**src/rtl/transposer_scheduler.sv**
```systemverilog
// Round-robin scheduler that shares one data_transposer between NUM_REQ input loaders.
// Each job is staged in full, then streamed gap-free while the MVU write port is steered.
module transposer_scheduler #(
    parameter int unsigned NUM_REQ       = 8,
    parameter int unsigned NUM_WORDS     = 64,
    parameter int unsigned XLEN          = 32,
    parameter int unsigned MVU_ADDR_LEN  = 32,
    parameter int unsigned MAX_DATA_PREC = 8
) (
    input  logic                            clk,
    input  logic                            rst,
    input  logic [NUM_REQ-1:0]              req_valid,
    input  logic [NUM_REQ*32-1:0]           req_prec,
    input  logic [NUM_REQ*MVU_ADDR_LEN-1:0] req_baddr,
    output logic [NUM_REQ-1:0]              req_ready,
    input  logic [NUM_REQ-1:0]              wd_valid,
    input  logic [NUM_REQ*XLEN-1:0]         wd_data,
    output logic [NUM_REQ-1:0]              wd_ready,
    output logic [NUM_REQ-1:0]              done,
    output logic                            done_err,
    output logic                            tr_start,
    output logic [31:0]                     tr_prec,
    output logic [MVU_ADDR_LEN-1:0]         tr_baddr,
    output logic [XLEN-1:0]                 tr_iword,
    input  logic                            tr_busy,
    output logic [NUM_REQ-1:0]              mvu_sel
);
    localparam int unsigned IDX_W  = (NUM_REQ > 1) ? $clog2(NUM_REQ) : 1;
    localparam int unsigned WIDX_W = (NUM_WORDS > 1) ? $clog2(NUM_WORDS) : 1;
    localparam int unsigned CNT_W  = $clog2(NUM_WORDS + 1);
    localparam logic [NUM_REQ-1:0] ONE = NUM_REQ'(1);

    localparam logic [2:0] StIdle   = 3'd0;
    localparam logic [2:0] StFill   = 3'd1;
    localparam logic [2:0] StLaunch = 3'd2;
    localparam logic [2:0] StStream = 3'd3;
    localparam logic [2:0] StDrain  = 3'd4;
    localparam logic [2:0] StDone   = 3'd5;

    logic [2:0]               state_q, state_d;
    logic [IDX_W-1:0]         rp_q, rp_d;
    logic [IDX_W-1:0]         owner_q, owner_d;
    logic [CNT_W-1:0]         cnt_q, cnt_d;
    logic                     err_q, err_d;
    logic [31:0]              prec_q, prec_d;
    logic [MVU_ADDR_LEN-1:0]  baddr_q, baddr_d;
    logic [MAX_DATA_PREC-1:0] staging [NUM_WORDS];

    logic [31:0]              prec_lane  [NUM_REQ];
    logic [MVU_ADDR_LEN-1:0]  baddr_lane [NUM_REQ];
    logic [MAX_DATA_PREC-1:0] word_lane  [NUM_REQ];

    always_comb begin
        for (int i = 0; i < NUM_REQ; i++) begin
            prec_lane[i]  = req_prec[i*32 +: 32];
            baddr_lane[i] = req_baddr[i*MVU_ADDR_LEN +: MVU_ADDR_LEN];
            word_lane[i]  = wd_data[i*XLEN +: MAX_DATA_PREC];
        end
    end

    // Only the low MAX_DATA_PREC bits of each word are staged.
    logic unused_wd_data;
    assign unused_wd_data = ^wd_data;

    // Round-robin search starting at rp_q, wrapping.
    logic             gnt_found;
    logic [IDX_W-1:0] gnt_idx;
    int unsigned      scan;

    always_comb begin
        gnt_found = 1'b0;
        gnt_idx   = '0;
        scan      = 0;
        for (int i = 0; i < NUM_REQ; i++) begin
            scan = (32'(rp_q) + 32'(i)) % NUM_REQ;
            if (!gnt_found && req_valid[IDX_W'(scan)]) begin
                gnt_found = 1'b1;
                gnt_idx   = IDX_W'(scan);
            end
        end
    end

    logic prec_ok;
    assign prec_ok = (prec_lane[gnt_idx] != 32'd0) &&
                     (prec_lane[gnt_idx] <= 32'(MAX_DATA_PREC));

    logic owner_wd_valid;
    assign owner_wd_valid = wd_valid[owner_q];

    always_comb begin
        state_d = state_q;
        rp_d    = rp_q;
        owner_d = owner_q;
        cnt_d   = cnt_q;
        err_d   = err_q;
        prec_d  = prec_q;
        baddr_d = baddr_q;
        case (state_q)
            StIdle: begin
                if (gnt_found) begin
                    owner_d = gnt_idx;
                    prec_d  = prec_lane[gnt_idx];
                    baddr_d = baddr_lane[gnt_idx];
                    cnt_d   = '0;
                    err_d   = !prec_ok;
                    state_d = prec_ok ? StFill : StDone;
                end
            end
            StFill: begin
                if (owner_wd_valid) begin
                    if (cnt_q == CNT_W'(NUM_WORDS - 1)) begin
                        cnt_d   = '0;
                        state_d = StLaunch;
                    end else begin
                        cnt_d = cnt_q + 1'b1;
                    end
                end
            end
            StLaunch: begin
                if (!tr_busy) begin
                    cnt_d   = '0;
                    state_d = StStream;
                end
            end
            StStream: begin
                // The transposer samples NUM_WORDS+1 times; the last beat is a zero word.
                if (cnt_q == CNT_W'(NUM_WORDS)) begin
                    cnt_d   = '0;
                    state_d = StDrain;
                end else begin
                    cnt_d = cnt_q + 1'b1;
                end
            end
            StDrain: begin
                if (!tr_busy) state_d = StDone;
            end
            StDone: begin
                rp_d    = (owner_q == IDX_W'(NUM_REQ - 1)) ? '0 : owner_q + 1'b1;
                state_d = StIdle;
            end
            default: state_d = StIdle;
        endcase
    end

    always_ff @(posedge clk) begin
        if (rst) begin
            state_q <= StIdle;
            rp_q    <= '0;
            owner_q <= '0;
            cnt_q   <= '0;
            err_q   <= 1'b0;
            prec_q  <= '0;
            baddr_q <= '0;
        end else begin
            state_q <= state_d;
            rp_q    <= rp_d;
            owner_q <= owner_d;
            cnt_q   <= cnt_d;
            err_q   <= err_d;
            prec_q  <= prec_d;
            baddr_q <= baddr_d;
        end
    end

    always_ff @(posedge clk) begin
        if (state_q == StFill && owner_wd_valid) begin
            staging[cnt_q[WIDX_W-1:0]] <= word_lane[owner_q];
        end
    end

    always_comb begin
        req_ready = '0;
        wd_ready  = '0;
        done      = '0;
        done_err  = 1'b0;
        tr_start  = 1'b0;
        tr_iword  = '0;
        mvu_sel   = '0;
        case (state_q)
            StIdle: begin
                if (gnt_found) req_ready = ONE << gnt_idx;
            end
            StFill: wd_ready = ONE << owner_q;
            StLaunch: begin
                if (!tr_busy) begin
                    tr_start = 1'b1;
                    mvu_sel  = ONE << owner_q;
                end
            end
            StStream: begin
                mvu_sel = ONE << owner_q;
                if (cnt_q < CNT_W'(NUM_WORDS)) begin
                    tr_iword = XLEN'(staging[cnt_q[WIDX_W-1:0]]);
                end
            end
            StDrain: mvu_sel = ONE << owner_q;
            StDone: begin
                done     = ONE << owner_q;
                done_err = err_q;
            end
            default: ;
        endcase
    end

    assign tr_prec  = prec_q;
    assign tr_baddr = baddr_q;

endmodule

```
**config.mk**
```make
export PLATFORM = sky130hd
export DESIGN_NAME = transposer_scheduler
export DESIGN_NICKNAME = d
export VERILOG_FILES = /design/src/rtl/transposer_scheduler.sv
export SDC_FILE = /design/constraint.sdc
export NUM_CORES = 1
export LEC_CHECK = 0
export CAP_MARGIN = 20
export CORE_AREA = 2 2 357 359
export CTS_CLUSTER_SIZE = 8
export DETAILED_ROUTE_END_ITERATION = 8
export DIE_AREA = 0 0 359 361
export DONT_BUFFER_PORTS = 1
export GPL_ROUTABILITY_DRIVEN = 0
export RECOVER_POWER = 100
export SYNTH_ARGS = -nofsm -noshare
export SYNTH_HDL_FRONTEND = slang
export SYNTH_SLANG_ARGS = --single-unit
```
**constraint.sdc**
```tcl
create_clock -name clk -period 14.05 [get_ports clk]
set_clock_uncertainty 0.2 [all_clocks]
set_input_delay 2.81 -clock clk [delete_from_list [all_inputs] [get_ports clk]]
set_output_delay 2.81 -clock clk [all_outputs]
set_load 0.05 [all_outputs]
```
==> summary.txt <==
post-synthesis cell count -> 2,096
Startpoint Class -> input pin
normalized max-slew margin -> -126.2%
Die H -> 361 µm
Mapped Area -> 0.02915 mm²
placed cells -> 3,646
crit end category -> primary output
initial antenna violation count -> 14
setup bufs post-CTS -> 0
ratio of cells with drive above 1 in the final layout -> 18.37%
Worst Hold Class -> reg -> reg
port bufs -> 0
CORE AREA -> 0.1254 mm²
CP required -> 11.04 ns
area grow syn2layout -> 14.54%
Yosys reg bits -> 599
FP Rows -> 130
die area -> 0.1296 mm²
total gr overflow -> 0
Die Width -> 359 µm
CP Class -> in -> out
Reg clk slew, reported paths -> 0.05 ns
Post-synth EDFFs -> 512
maximum clock rate -> 90.00 MHz
ys async rst share -> 0%
slew of the pin with the lowest slew margin -> 3.394 ns
first-pass GRT wire length -> 151,100 µm
RSZ-0062 raised after global routing -> false
IO Pins -> 917
worst-path fanout max -> 33
CTS tree -> built
final setup vio count -> 0
Setup WS pre-CTS -> 4.587 ns
DR DRC count -> 0
WL per Instance -> 29.44 µm
1st-pass router iterations -> 5
post-synth cell types -> 83
number of global-route vias before repair -> 18,990
Detail Route Antenna Nets -> 0
PnR worst setup slack -> 2.939 ns
status -> complete, but fails checks
Clock Latency Late Sink -> 0.64 ns
Lkg Pwr -> 10.32 nW
HPWL after DPL -> 80,840 µm
GRT Total Usage -> 16.56%
post-synthesis sequential area ratio -> 58.73%
Tcrit/Tclk final -> 79.08%
Final Slew Violations -> 819
Hold-fix buffers, CTS -> 0
Primary FF master, synth -> edfxtp_1
routed wire length -> 111,600 µm
endpoints failing hold -> 0
TritonCTS buffer count -> 86
worst vdd ir -> 0.1711 mV
Post-Route Utilization -> 26.62%
Layout Cells excl Fill -> 3,792
fillers -> 12,840
DR vias/cell -> 5.086
CTS Buffer Depth -> 3
Seq. cell area -> 0.01712 mm²
Power Density -> 250.1 mW/mm²
vias after detailed routing -> 19,290
Power Total -> 8.349 mW
Clk Tree Root Cell -> clkbuf_16
Post-DP Area -> 0.03097 mm²
fin area -> 0.03338 mm²
Multi-input gate area -> 0.01123 mm²
post-CTS sizing -> 0
DR iter-0 viols -> 2,000
Initial Util -> 23.24%
largest net degree at the start of global routing -> 77
CTS Sinks -> 599
Arr. time, crit path -> 8.10 ns
max-cap viol count -> 20
Max H-tree Level -> 3
hold slack -> 0.3305 ns
clock period minus worst slack -> 11.11 ns
Setup TNS -> 0 ns
Yosys warnings -> 0
syn_area_per_cell -> 13.91 µm²
failing checks -> capacitance limit, slew limit
NumNets Final -> 2,883
cells in the final DEF, fill, tap and decap left out, drive strengths merged, types with 39 or more instances in the layout:
master  synthesis  final
mux4          209    209
a211oi         39     39
a21oi          50     50
nand2         313    313
edfxtp        512    512
clkbuf         86    149
mux2i          96     96
dfxtp          87     87
nor2          189    189
nand3          61     61
kinds of logic after synthesis:
kind of cell,after synthesis,synth area share (%)
fa+ha+maj,11,0.4636
flops,599,58.73
mux,313,19.77
xor+xnor,8,0.3306
compound gates,280,7.139
buf+inv,198,3.318
simple gates,686,10.24
other cells,1,0.01287
worst max-delay path: stages:
cell and delay [ns]:
mux2_1 0.30, o2bb2ai_1 0.24, or4_1 0.50, o211ai_1 0.30, o32ai_1 0.16, o221ai_1 2.24
buf_4 0.76, nor3_2 0.10, clkbuf_1 0.61
routing by layer:
metal,track usage [%],part of all wire [%]
met4,5.700,3.6
met3,3.710,8.2
met5,0,0
met2,28.59,50
met1,20.34,39
synth_stat cells, types with 6 or more instances:
cell type | instances | share of area (%)
buf_4 | 30 | 0.77
a31oi_1 | 25 | 0.54
nand3_1 | 61 | 1.0
and3_1 | 24 | 0.52
mux2i_1 | 96 | 3.3
a311oi_1 | 13 | 0.39
inv_1 | 18 | 0.23
buf_2 | 35 | 0.60
mux2_2 | 7 | 0.27
nand4_1 | 15 | 0.32
dfxtp_1 | 87 | 6.0
buf_6 | 6 | 0.23
a32oi_1 | 12 | 0.36
clkbuf_1 | 86 | 1.1
a22o_1 | 15 | 0.45
edfxtp_1 | 512 | 53
a222oi_1 | 14 | 0.48
a21oi_1 | 49 | 0.84
nor2_1 | 186 | 2.4
o21ai_0 | 38 | 0.65
nor3_1 | 30 | 0.52
or3_1 | 6 | 0.13
a221oi_1 | 16 | 0.48
ha_1 | 10 | 0.43
nand2_1 | 313 | 4.0
mux4_2 | 208 | 16
a211oi_1 | 39 | 1.0
a22oi_1 | 17 | 0.44
buf_1 | 20 | 0.26
nor2b_1 | 11 | 0.24
area by class of cell:
cell class / count / share of cell area, %
antenna: 13 / 0.09744
clock buffer: 122 / 6.975
clock inverter: 9 / 0.5135
inverter: 19 / 0.2136
multi-input combinational: 1322 / 33.63
sequential: 599 / 51.29
tap: 1650 / 6.184
timing repair buffer: 58 / 1.098
registers in the layout (all words and copies together) (netlist names), named ones only:
signal and count:
tr_baddr 32, tr_prec 32, state_q 3, staging 512, cnt_q 7, rp_q 3, err_q 1, owner_q 3
path summary, 6_finish.rpt:
| check | startpoint | to | slack (ns) | cells after the start |
|---|---|---|---|---|
| max | req_valid[2] | req_ready[1] | 2.94 | 9 |
| min | cnt_q[6] | cnt_q[6] | 0.33 | 2 |
| min reg2reg | cnt_q[6] | cnt_q[6] | 0.33 | 2 |
| max reg2reg | rp_q[0] | state_q[2] | 3.97 | 17 |
report_power, final:
group	internal (mW)	switching (mW)	leakage (nW)	total (mW)
logic	1.06	2.55	3.80	3.61
registers	2.45	0.351	5.33	2.80
clock network	1.16	0.772	1.20	1.93
(Power assumes the default switching activity.)
